`config.mk`:
```
export PLATFORM = sky130hd
export DESIGN_NAME = ifetch
export DESIGN_NICKNAME = d
export VERILOG_FILES = /design/src/rtl/ifetch.sv
export SDC_FILE = /design/constraint.sdc
export NUM_CORES = 1
export LEC_CHECK = 0
export ABC_AREA = 1
export CORE_ASPECT_RATIO = 0.75
export CORE_MARGIN = 2
export CORE_UTILIZATION = 51
export CTS_CLUSTER_SIZE = 16
export DETAILED_ROUTE_END_ITERATION = 10
export PLACE_DENSITY = 0.82
export SETUP_SLACK_MARGIN = 0.05
export SLEW_MARGIN = 20
export SYNTH_ARGS = -nofsm -noshare
export SYNTH_HDL_FRONTEND = slang
export SYNTH_SLANG_ARGS = --single-unit
```
`constraint.sdc`:
```
create_clock -name i_clk -period 5.44 [get_ports i_clk]
set_input_delay 0.544 -clock i_clk [delete_from_list [all_inputs] [get_ports i_clk]]
set_output_delay 0.544 -clock i_clk [all_outputs]
set_load 0.03 [all_outputs]
```
`src/rtl/ifetch.sv`:
```
// Instruction fetch: PC register feeding a small circular instruction buffer toward decode.
// Optional IFETCH_MISALIGN_TRAP_EN: misaligned redirects set sticky o_misalign and halt fetch.
module ifetch #(
    parameter logic [31:0] RESET_PC = 32'h0000_0000,
    parameter int unsigned DEPTH    = 2
) (
    input  logic        i_clk,
    input  logic        i_rst,
    output logic [31:0] o_imem_addr,
    input  logic [31:0] i_imem_data,
    input  logic        i_redirect,
    input  logic [31:0] i_redirect_pc,
    output logic        o_inst_valid,
    input  logic        i_inst_ready,
    output logic [31:0] o_inst,
`ifdef IFETCH_MISALIGN_TRAP_EN
    output logic [31:0] o_inst_pc,
    output logic        o_misalign
`else
    output logic [31:0] o_inst_pc
`endif
);

    localparam int unsigned PTR_W = $clog2(DEPTH);
    localparam logic [PTR_W:0] FULL = (PTR_W + 1)'(DEPTH);
    localparam logic [31:0] NOP = 32'h0000_0013;

    generate
        if (DEPTH != 2 && DEPTH != 4) begin : g_bad_depth
            $error("ifetch: DEPTH must be 2 or 4");
        end
    endgenerate

    logic [31:0]      pc;
    logic [PTR_W-1:0] head;
    logic [PTR_W-1:0] tail;
    logic [PTR_W:0]   count;
    logic [31:0]      buf_inst [DEPTH];
    logic [31:0]      buf_pc   [DEPTH];

    logic        pop;
    logic        push;
    logic        fetch_en;
    logic [31:0] redirect_target;

`ifdef IFETCH_MISALIGN_TRAP_EN
    logic misalign;

    // Sticky until reset or an aligned redirect; clearing and setting share the redirect edge.
    always_ff @(posedge i_clk or posedge i_rst) begin
        if (i_rst) begin
            misalign <= 1'b0;
        end else if (i_redirect) begin
            misalign <= |i_redirect_pc[1:0];
        end
    end

    assign o_misalign      = misalign;
    assign fetch_en        = !misalign;
    assign redirect_target = i_redirect_pc;
`else
    logic [1:0] unused_pc_bits;

    assign unused_pc_bits  = i_redirect_pc[1:0];
    assign fetch_en        = 1'b1;
    assign redirect_target = {i_redirect_pc[31:2], 2'b00};
`endif

    assign o_imem_addr  = {2'b00, pc[31:2]};
    assign o_inst_valid = (count != '0);
    assign o_inst       = buf_inst[head];
    assign o_inst_pc    = buf_pc[head];

    assign pop  = o_inst_valid & i_inst_ready;
    assign push = !i_redirect & fetch_en & ((count < FULL) | pop);

    // Buffer entries reset too so the head presents NOP/RESET_PC while held in reset.
    always_ff @(posedge i_clk or posedge i_rst) begin
        if (i_rst) begin
            pc    <= RESET_PC;
            head  <= '0;
            tail  <= '0;
            count <= '0;
            for (int unsigned i = 0; i < DEPTH; i++) begin
                buf_inst[i] <= NOP;
                buf_pc[i]   <= RESET_PC;
            end
        end else if (i_redirect) begin
            pc    <= redirect_target;
            head  <= '0;
            tail  <= '0;
            count <= '0;
        end else begin
            if (push) begin
                buf_inst[tail] <= i_imem_data;
                buf_pc[tail]   <= pc;
                tail           <= tail + 1'b1;
                pc             <= pc + 32'd4;
            end
            if (pop) begin
                head <= head + 1'b1;
            end
            case ({push, pop})
                2'b10:   count <= count + 1'b1;
                2'b01:   count <= count - 1'b1;
                default: count <= count;
            endcase
        end
    end

endmodule
```
==> impl_metrics.csv <==
group,metric,value,unit
outcome,status,"complete, no violations",
sta,fin_crit,3300,ps
placed_design,gp_congestion,0.923,
cells_and_area,syn2layout_area_growth,28.2,%
critical_path,startpoint_type,"register",
cells_and_area,multi_input_area,0.00313,mm²
cells_and_area,ff_latch_area,0.00396,mm²
flow_run,maxCapViolCount,0,
sta,max_freq,303,MHz
routing,wire_per_inst,14.8,µm
sta,setup_viol,0,
grt,antenna_found_initial,0,
clock_tree,postCtsHoldBufs,0,
pwr,irDropWorstVdd,292,µV
clock_tree,post-cts-setup-buffers,0,
floorplanning,die_area,0.0162,mm²
sta,rsz0062_at_grt,"false",
floorplanning,die_x,146,µm
routing,drt-total-wl,20.5,mm
clock_tree,clkLatencyLatePin,430,ps
logic_synthesis,synth_seq_cells,158,
clock_tree,cts.sinks,158,
floorplanning,num_rows,39,
cells_and_area,nets,1235,
pwr,p_per_area,400,mW/mm²
sta,worst_pin_slew,764,ps
critical_path,path_class,"reg -> out",
pwr,leakage,4.89,nW
grt,track_usage,26.4,%
floorplanning,start_util,51.5,%
logic_synthesis,synth.distinct_cells,32,
grt,grt_pass1_vias,6877,
sta,skew,9.07,ps
hold_path,hp-class,"reg -> reg",
clock_tree,cts_resized,0,
cells_and_area,nFillCells,1291,
floorplanning,die_height,111,µm
clock_tree,path_clk_slew,60,ps
clock_tree,cts_made_buffers,17,
routing,viasPerCell,5.11,
clock_tree,cts_tree,"done",
logic_synthesis,syn_inst,1030,
routing,drtPass1Iterations,5,
critical_path,crit_fanout,34,
routing,vias,7077,
sta,fin_hold_ws,476,ps
clock_tree,cts.path.max_buffers,2,
logic_synthesis,ys_seq_area_share,51.0,%
logic_synthesis,ys_warn_count,0,
grt,grt_max_degree,115,
critical_path,required,4900,ps
grt,overflow,0,
sta,setup_tns,0,ps
routing,drtIter0Drc,580,
floorplanning,design.portCount,165,
placed_design,io_buffers,158,
logic_synthesis,syn_avg_cell_area,7.54,µm²
routing,drc,0,
pwr,power,0.00398,W
floorplanning,fp.coreArea,0.0151,mm²
sta,finalHoldViolCount,0,
grt,grt_pass1_wl,34.1,mm
cells_and_area,drive_above_1_share,5.60,%
critical_path,critPathCaptureType,"output port",
sta,fin_crit_sh,60.6,%
critical_path,cp.arrival,2750,ps
clock_tree,h-tree-depth,4,
sta,maxSlewViolCount,0,
clock_tree,cts-root-buf,"clkbuf_16",
routing,ant_nets,0,
placed_design,hpwl,13.5,mm
sta,slew_headroom,49.1,%
logic_synthesis,syn_area,0.00777,mm²
cells_and_area,diodes,0,
stage by stage:
step	setup WS, ps	util [%]	std cells	instance area (µm²)
2_1_floorplan	643	-	1033	7780
3_3_place_gp	2090	62.0	1352	9350
3_5_place_dp	2080	62.0	1352	9350
4_1_cts	2130	66.0	1384	9950
5_1_grt	2040	66.1	1384	9960
6_report	2140	66.1	1384	9960
synthesized netlist by cell type:
cell,n,share of area [%]
nand2_1,444,21
dfrtp_1,152,49
o21ai_1,108,7.0
inv_1,92,4.4
nand3_1,49,3.2
nor2_1,44,2.1
o21ai_0,30,1.9
clkbuf_1,21,1.0
buf_6,15,2.2
nand4_1,9,0.72
a21oi_1,6,0.39
buf_1,6,0.29
buf_2,6,0.39
dfstp_2,6,2.0
nor3_1,5,0.32
o21ai_2,5,0.56
buf_4,4,0.39
inv_2,3,0.14
nand2_2,3,0.24
nand2_4,3,0.43
nor2_2,3,0.24
o211ai_1,3,0.29
xor2_1,3,0.34
a31oi_1,2,0.16
a211oi_1,1,0.097
conb_1,1,0.048
ha_1,1,0.16
inv_4,1,0.081
nor2_4,1,0.14
o221ai_1,1,0.11
o22ai_1,1,0.081
or2_2,1,0.081
critical path, cell delays in order, from the launching register on:
cell and delay (ps):
dfrtp_2 420, inv_2 450, buf_4 500, nand2_1 100, nand2_1 140, clkdlybuf4s50_1 690
layout by cell type (no fill, tap or decap), types with 4 or more instances in the layout:
master / n
nand2_1: 444
clkdlybuf4s50_1: 158
dfrtp_1: 151
o21ai_1: 108
inv_1: 91
nand3_1: 49
nor2_1: 44
o21ai_0: 30
clkbuf_16: 17
nand4_1: 9
buf_4: 8
a21oi_1: 6
dfstp_2: 6
o21ai_2: 5
nor3_1: 5
conb_1: 4
clkbuf_8: 4
final cells by class:
type	count	area share, %
Clock buffer	23	4.90
Tap cell	205	2.58
Inverter	96	3.72
Sequential cell	158	39.8
Clock inverter	9	1.09
Multi-Input combinational cell	727	31.4
Timing Repair Buffer	166	16.5
flip-flops by register name, indices dropped and copies added (netlist names):
name      flops
buf_pc       60
tail          1
pc           30
buf_inst     64
count         2
head          1
metal layers:
layer / global-route usage, % / part of all wire (%) / vias to the layer above
met2: 40.0 / 44 / 284
met1: 38.7 / 46 / 3260
met5: 0 / 0 / -
met4: 8.28 / 1.9 / 0
met3: 5.27 / 8.1 / 36
li1: - / - / 3497
power breakdown:
part | internal [W] | total [W] | switching [W]
sequential | 0.00143 | 0.00160 | 0.000169
clock | 0.000725 | 0.00120 | 0.000471
combinational | 0.000460 | 0.00119 | 0.000729
final timing paths:
| kind | startpoint | slack [ps] | cells past startpoint | to |
|---|---|---|---|---|
| setup reg to reg | count[1] | 2930 | 10 | buf_pc[29] |
| max in group asynchronous | i_rst | 3650 | 3 | buf_pc[51] |
| setup / recovery | head | 2140 | 5 | o_inst_pc[27] |
| hold / removal | buf_inst[4] | 480 | 2 | buf_inst[4] |
| hold reg to reg | buf_inst[4] | 480 | 2 | buf_inst[4] |
| min in group asynchronous | i_rst | 670 | 2 | buf_inst[18] |
cells by family after synthesis:
group                    count (synthesis)  synth area share [%]
AO/OA/AOI/OAI                          157                  10.6
XOR/XNOR                                 3                 0.338
adder cells (fa/ha/maj)                  1                 0.161
buffers and inverters                  148                  8.93
flip-flops                             158                  51.0
other                                    1                0.0483
AND/OR/NAND/NOR                        562                  28.9
No activity file was read; power rests on OpenSTA's default activity.
